==> src/rtl/prt_scaler_tg.sv <==
// prt_scaler_tg: video timing generator fed by the cyclic VPS parameter stream.
// A shadow bank follows the stream continuously. The active bank drives the H/V counters and
// reloads only on lock-up or at frame end. HS/VS/DE/X/Y are registered one cycle after the
// counter state they describe.
// Optional feature macro: PRT_SCALER_TG_SOF_EN adds TG_SOF_OUT, a start-of-frame pulse.
module prt_scaler_tg #(
  parameter int unsigned P_IDX_WIDTH = 4,
  parameter int unsigned P_DAT_WIDTH = 16
) (
  input  logic                   VID_CLK_IN,
  input  logic                   VID_RST_IN,
  input  logic                   CTL_RUN_IN,
  input  logic [P_IDX_WIDTH-1:0] VPS_IDX_IN,
  input  logic [P_DAT_WIDTH-1:0] VPS_DAT_IN,
  input  logic                   VPS_VLD_IN,
  output logic                   TG_HS_OUT,
  output logic                   TG_VS_OUT,
  output logic                   TG_DE_OUT,
  output logic [P_DAT_WIDTH-1:0] TG_X_OUT,
  output logic [P_DAT_WIDTH-1:0] TG_Y_OUT,
  output logic                   TG_LOCK_OUT
`ifdef PRT_SCALER_TG_SOF_EN
  ,
  output logic                   TG_SOF_OUT
`endif
);

  localparam int unsigned W      = P_DAT_WIDTH;
  // Words 0..7 are timing values; word 8 carries the two polarity flags.
  localparam int unsigned NumTim = 8;

  typedef enum logic [1:0] {StIdle, StLoad, StRun} state_e;

  state_e       state_q, state_d;
  logic [W-1:0] shadow_tim [NumTim];
  logic [1:0]   shadow_pol;
  logic [W-1:0] active_tim [NumTim];
  logic [1:0]   active_pol;
  logic [W-1:0] h_q, h_d, v_q, v_d;

  logic         sweep_end, run_ok, bank_load;
  logic         h_wrap, v_wrap, frame_end;
  logic         hs_raw, vs_raw, de_h, de_v, de_raw;
  logic [W-1:0] htotal, hact, hstart, hsw, vtotal, vact, vstart, vsw;
  logic [W:0]   h_ext, v_ext;

  assign htotal = active_tim[0];
  assign hact   = active_tim[1];
  assign hstart = active_tim[2];
  assign hsw    = active_tim[3];
  assign vtotal = active_tim[4];
  assign vact   = active_tim[5];
  assign vstart = active_tim[6];
  assign vsw    = active_tim[7];

  // Highest index closes a sweep, so every parameter word has been seen at least once.
  assign sweep_end = VPS_VLD_IN && (VPS_IDX_IN == {P_IDX_WIDTH{1'b1}});

  // Counter comparisons are one bit wider so htotal/vtotal of 0 or 1 simply wrap every step
  // and hstart+hact / vstart+vact never wrap.
  assign h_ext     = {1'b0, h_q};
  assign v_ext     = {1'b0, v_q};
  assign h_wrap    = (h_ext + (W+1)'(1)) >= {1'b0, htotal};
  assign v_wrap    = (v_ext + (W+1)'(1)) >= {1'b0, vtotal};
  assign frame_end = h_wrap && v_wrap;

  assign hs_raw = h_q < hsw;
  assign vs_raw = v_q < vsw;
  assign de_h   = (h_ext >= {1'b0, hstart}) && (h_ext < ({1'b0, hstart} + {1'b0, hact}));
  assign de_v   = (v_ext >= {1'b0, vstart}) && (v_ext < ({1'b0, vstart} + {1'b0, vact}));
  assign de_raw = de_h && de_v;

  // Shadow bank: follows every valid VPS word regardless of FSM state.
  always_ff @(posedge VID_CLK_IN or negedge VID_RST_IN) begin
    if (!VID_RST_IN) begin
      for (int i = 0; i < NumTim; i++) shadow_tim[i] <= '0;
      shadow_pol <= '0;
    end else if (VPS_VLD_IN) begin
      for (int i = 0; i < NumTim; i++) begin
        if (VPS_IDX_IN == P_IDX_WIDTH'(i)) shadow_tim[i] <= VPS_DAT_IN;
      end
      if (VPS_IDX_IN == P_IDX_WIDTH'(NumTim)) shadow_pol <= VPS_DAT_IN[1:0];
    end
  end

  // FSM state register.
  always_ff @(posedge VID_CLK_IN or negedge VID_RST_IN) begin
    if (!VID_RST_IN) state_q <= StIdle;
    else             state_q <= state_d;
  end

  // FSM next state; dropping run wins from any state.
  always_comb begin
    state_d = state_q;
    unique case (state_q)
      StIdle:  if (CTL_RUN_IN) state_d = StLoad;
      StLoad:  if (sweep_end) state_d = StRun;
      StRun:   state_d = StRun;
      default: state_d = StIdle;
    endcase
    if (!CTL_RUN_IN) state_d = StIdle;
  end

  // FSM outputs: lock indication, run qualifier and active-bank reload strobe.
  always_comb begin
    TG_LOCK_OUT = (state_q == StRun);
    run_ok      = (state_q == StRun) && CTL_RUN_IN;
    bank_load   = ((state_q == StLoad) && (state_d == StRun)) || (run_ok && frame_end);
  end

  // Active bank: reloaded from shadow only at lock-up or frame end.
  always_ff @(posedge VID_CLK_IN or negedge VID_RST_IN) begin
    if (!VID_RST_IN) begin
      for (int i = 0; i < NumTim; i++) active_tim[i] <= '0;
      active_pol <= '0;
    end else if (bank_load) begin
      for (int i = 0; i < NumTim; i++) active_tim[i] <= shadow_tim[i];
      active_pol <= shadow_pol;
    end
  end

  // Counter next state: held at zero unless running.
  always_comb begin
    h_d = '0;
    v_d = '0;
    if (run_ok && !frame_end) begin
      if (h_wrap) begin
        v_d = v_q + W'(1);
      end else begin
        h_d = h_q + W'(1);
        v_d = v_q;
      end
    end
  end

  // H/V counter registers.
  always_ff @(posedge VID_CLK_IN or negedge VID_RST_IN) begin
    if (!VID_RST_IN) begin
      h_q <= '0;
      v_q <= '0;
    end else begin
      h_q <= h_d;
      v_q <= v_d;
    end
  end

  // Registered timing outputs; qualified by run so a dropped run blanks them on the next edge.
  always_ff @(posedge VID_CLK_IN or negedge VID_RST_IN) begin
    if (!VID_RST_IN) begin
      TG_HS_OUT <= 1'b0;
      TG_VS_OUT <= 1'b0;
      TG_DE_OUT <= 1'b0;
      TG_X_OUT  <= '0;
      TG_Y_OUT  <= '0;
    end else begin
      TG_HS_OUT <= run_ok && (hs_raw ^ ~active_pol[0]);
      TG_VS_OUT <= run_ok && (vs_raw ^ ~active_pol[1]);
      TG_DE_OUT <= run_ok && de_raw;
      TG_X_OUT  <= (run_ok && de_raw) ? (h_q - hstart) : '0;
      TG_Y_OUT  <= (run_ok && de_raw) ? (v_q - vstart) : '0;
    end
  end

`ifdef PRT_SCALER_TG_SOF_EN
  // Start-of-frame pulse, aligned with the output cycle of h=0, v=0.
  always_ff @(posedge VID_CLK_IN or negedge VID_RST_IN) begin
    if (!VID_RST_IN) TG_SOF_OUT <= 1'b0;
    else             TG_SOF_OUT <= run_ok && (h_q == '0) && (v_q == '0);
  end
`endif

endmodule

==> config.mk <==
export PLATFORM = sky130hd
export DESIGN_NAME = prt_scaler_tg
export DESIGN_NICKNAME = d
export VERILOG_FILES = /design/src/rtl/prt_scaler_tg.sv
export SDC_FILE = /design/constraint.sdc
export NUM_CORES = 1
export LEC_CHECK = 0
export BUFFER_PORTS_ARGS = -buffer_cell sky130_fd_sc_hd__buf_2
export CAP_MARGIN = 20
export CORE_MARGIN = 2
export CORE_UTILIZATION = 40
export DETAILED_ROUTE_END_ITERATION = 10
export GPL_ROUTABILITY_DRIVEN = 0
export PLACE_DENSITY = 0.64
export SETUP_SLACK_MARGIN = 0.2
export SKIP_LAST_GASP = 1
export SYNTH_ARGS = -nofsm -noshare
export SYNTH_HDL_FRONTEND = slang
export SYNTH_SLANG_ARGS = --single-unit
==> constraint.sdc <==
create_clock -name VID_CLK_IN -period 4.65 [get_ports VID_CLK_IN]
set_input_delay 0.93 -clock VID_CLK_IN [delete_from_list [all_inputs] [get_ports VID_CLK_IN]]
set_output_delay 0.93 -clock VID_CLK_IN [all_outputs]
set_load 0.03 [all_outputs]
==> qor.csv <==
metric,value,unit
status,"finished, final reports clean",
drcViolationCount,0,
crit_chain,ha_4 -> fa_2 -> a211oi_4 -> o21ai_2 -> a2111oi_4 -> nor3_2 -> a21o_1 -> a21oi_2 -> xor2_1 -> ha_2 -> a2111oi_4 -> o221ai_1 -> a21oi_2 -> o311ai_2 -> nor4_4 -> buf_4 -> buf_8 -> and2_1,
synth_flop_cell,dfrtp_1,
synth_common_cells,"dfrtp_1 (329), mux2_2 (160), ha_1 (158)",
synth_area_leader_cell,dfrtp_1,
clockPowerShare,0.329,
synth_area,0.0182,mm^2
hold_violations,0,
ys_ff_latch,329,
ys_types,74,
worst_slack,383,ps
place_ws,-33.8,ps
cp_slowest_cell,dfrtp_1,
yosys-top-cells-area,"dfrtp_1 (45%), ha_1 (11%), mux2_2 (9.9%), mux2_4 (8.2%), inv_1 (2.2%)",
yosysWarnings,0,
synth.most_common_cell,dfrtp_1,
crit_family,compound AO/OA/AOI/OAI gates,
num_antenna_cells,0,
portBuffers,59,
die_x,217,um
start_util,0.403,
swShare,0.292,
startpoint_type,flop,
power.internal,5.86,mW
slew_viol_final,0,
worst-path-buf-inv,2,
ctsHoldBuffers,0,
antenna_found_initial,1,
synth_xor_area_frac,0.0346,
crit_fanout,8,
clk_latency,530,ps
p_per_area,401,mW/mm^2
design_area,0.0206,mm^2
finalSetupViolCount,0,
p_switching,2.41,mW
viasPerCell,5.21,
hold_path_class,input pin to async pin,
synthMuxAreaShare,0.181,
placed_area,0.0193,mm^2
wirelength,40300,um
grt_pass1_wl,64700,um
syn-num-nets,1694,
fp.coreArea,0.0452,mm^2
period_needed,4270,ps
grt_overflow_total,0,
critical_path_class,flop to flop,
slowest_delay,420,ps
fin_util,0.457,
power,8.27,mW
drt-initial-drc-count,832,
leakage,10.2,nW
dieArea,0.0472,mm^2
placedCellCount,2160,
num_vias,11603,
cts-root-buf,clkbuf_16,
whs,418,ps
ys_seq_area_frac,0.452,
stdcell_count,2229,
synth_cells,1508,
ant_nets,0,
fillers,3981,
grt_usage,0.173,
clk_path_buf_depth,3,
row_count,78,
synth-edff-count,0,
synth_compound_area_frac,0.0905,
rsz0062_at_grt,false,
cp_data_arrival_time,4730,ps
clkTransAtPathRegs,60,ps
cts_max_level,2,
drv_cap,0,
ios,60,
syn_avg_cell_area,12.1,um^2
vdd_drop_max,0.209,mV
synth_top_family_by_area,multiplexers,
hpwlAfterDp,29000,um
grt_pass1_vias,11674,
grt_max_degree,93,
timing.fmax,234,MHz
slew_headroom,0.361,
synthSimpleGateAreaFrac,0.0910,
synth_adder_area_share,0.113,
final_nets,1794,
drive_above_1_share,0.281,
p_comb_frac,0.242,
area_growth,13.4,%
seqPwrFrac,0.429,
wl_per_cell,18.1,um
synth_top_cell_area_share,0.452,
dr.pass1.iters,5,
setup_tns,0,ps
worstPathRequired,5110,ps
fin_worst_skew,12.9,ps
finalCritPeriodShare,0.918,
worstMarginPinSlew,956,ps
cts_inserted_buffers,36,
clock_sink_count,329,
async_flop_share,1.00,
fp.dieH,217,um
crit_path_end_kind,flop,
cts_tree,built,
[worst paths after layout]
kind,from,depth (start not counted),endpoint,slack (ps)
worst max-delay path,hstart[0],18,TG_Y_OUT[2],380
worst min-delay path,VID_RST_IN,1,shadow_tim[90],420
worst max register to register,hstart[0],18,TG_Y_OUT[2],380
worst min register to register,shadow_tim[38],1,vact[6],500
max in group asynchronous,VID_RST_IN,2,shadow_tim[36],3240
min in group VID_CLK_IN,shadow_tim[38],1,vact[6],500
[layout by cell type (no fill, tap or decap), types with 5 or more instances in the layout]
master and instances:
a211oi_1 11, nand3_1 23, and3b_1 5, o21bai_1 6, ha_1 156, o21ai_0 66
xnor2_1 40, mux2_4 100, clkbuf_1 9, a211o_1 8, inv_1 108, nor3_1 26
nor2b_1 12, nand2b_1 20, nor2_1 51, xor2_1 32, o21a_1 12, or3_1 5
mux2_2 160, nand4_1 14, clkbuf_8 7, dfrtp_1 328, and3_1 14, and2_1 33
buf_2 58, buf_12 9, nand2_1 46, nor3b_1 5, a21oi_1 74, buf_4 24
clkbuf_16 37, a21o_1 28
[routing by layer]
metal | part of all wire | vias to the layer above | GRT usage
li1 | - | 5581 | -
met1 | 0.49 | 5764 | 0.246
met2 | 0.45 | 191 | 0.273
met3 | 0.036 | 65 | 0.0247
met4 | 0.026 | 2 | 0.0493
met5 | 0.00040 | - | 0
[area by class of cell]
type                       count  area [um^2]  share of cell area
tap                          600          751              0.0364
multi-input combinational   1038         9450               0.458
clock inverter                 6         45.0             0.00218
sequential                   329         8230               0.399
inverter                     108          405              0.0196
timing repair buffer          95          703              0.0341
clock buffer                  53         1060              0.0512
[cell families after synthesis]
| family | count (synthesis) |
|---|---|
| xor gates and xnor gates | 72 |
| AOI/OAI and AO/OA | 253 |
| buffers and inverters | 142 |
| muxes | 260 |
| and+or+nand+nor | 290 |
| DFF | 329 |
| adders and majority gates | 162 |
[worst reg2reg max path, cell delays in order, from the launching register on]
cell       delay [ps]
dfrtp_1           420
ha_4              190
fa_2              420
a211oi_4          290
o21ai_2           130
a2111oi_4         380
nor3_2             80
a21o_1            200
a21oi_2           140
xor2_1             80
ha_2              200
a2111oi_4         330
o221ai_1          180
a21oi_2           200
o311ai_2          130
nor4_4            390
buf_4             210
buf_8             130
and2_1            120
[power groups by stage]
stage | logic [mW] | registers (mW) | clock network, mW
floorplan | 1.49 | 3.51 | 0
CTS | 1.97 | 3.55 | 2.80
detailed placement | 1.95 | 3.60 | 0
global route | 2.21 | 3.61 | 2.93
finish | 2.00 | 3.55 | 2.72
global placement | 1.91 | 3.57 | 0
[state kept, by name, summed over array words and instances, names as in the netlist, 2 cells and up]
signal and flops:
TG_X_OUT 16, TG_Y_OUT 16, active_pol 2, h_q 16
hact 16, hstart 16, hsw 16, htotal 16
shadow_pol 2, shadow_tim 128, state_q 2, v_q 16
vact 16, vstart 16, vsw 16, vtotal 16
[repair_timing]
| action | CTS | global route |
|---|---|---|
| endpoints found under the hold margin | 0 | 0 |
| setup buffers | 1 | 7 |
| gates resized for setup | 3 | 28 |
| pin swaps | 1 | 12 |
| setup endpoints to repair | 33 | 147 |
| cloned | 0 | 2 |
Note: power is estimated with default switching activity, not from simulation.
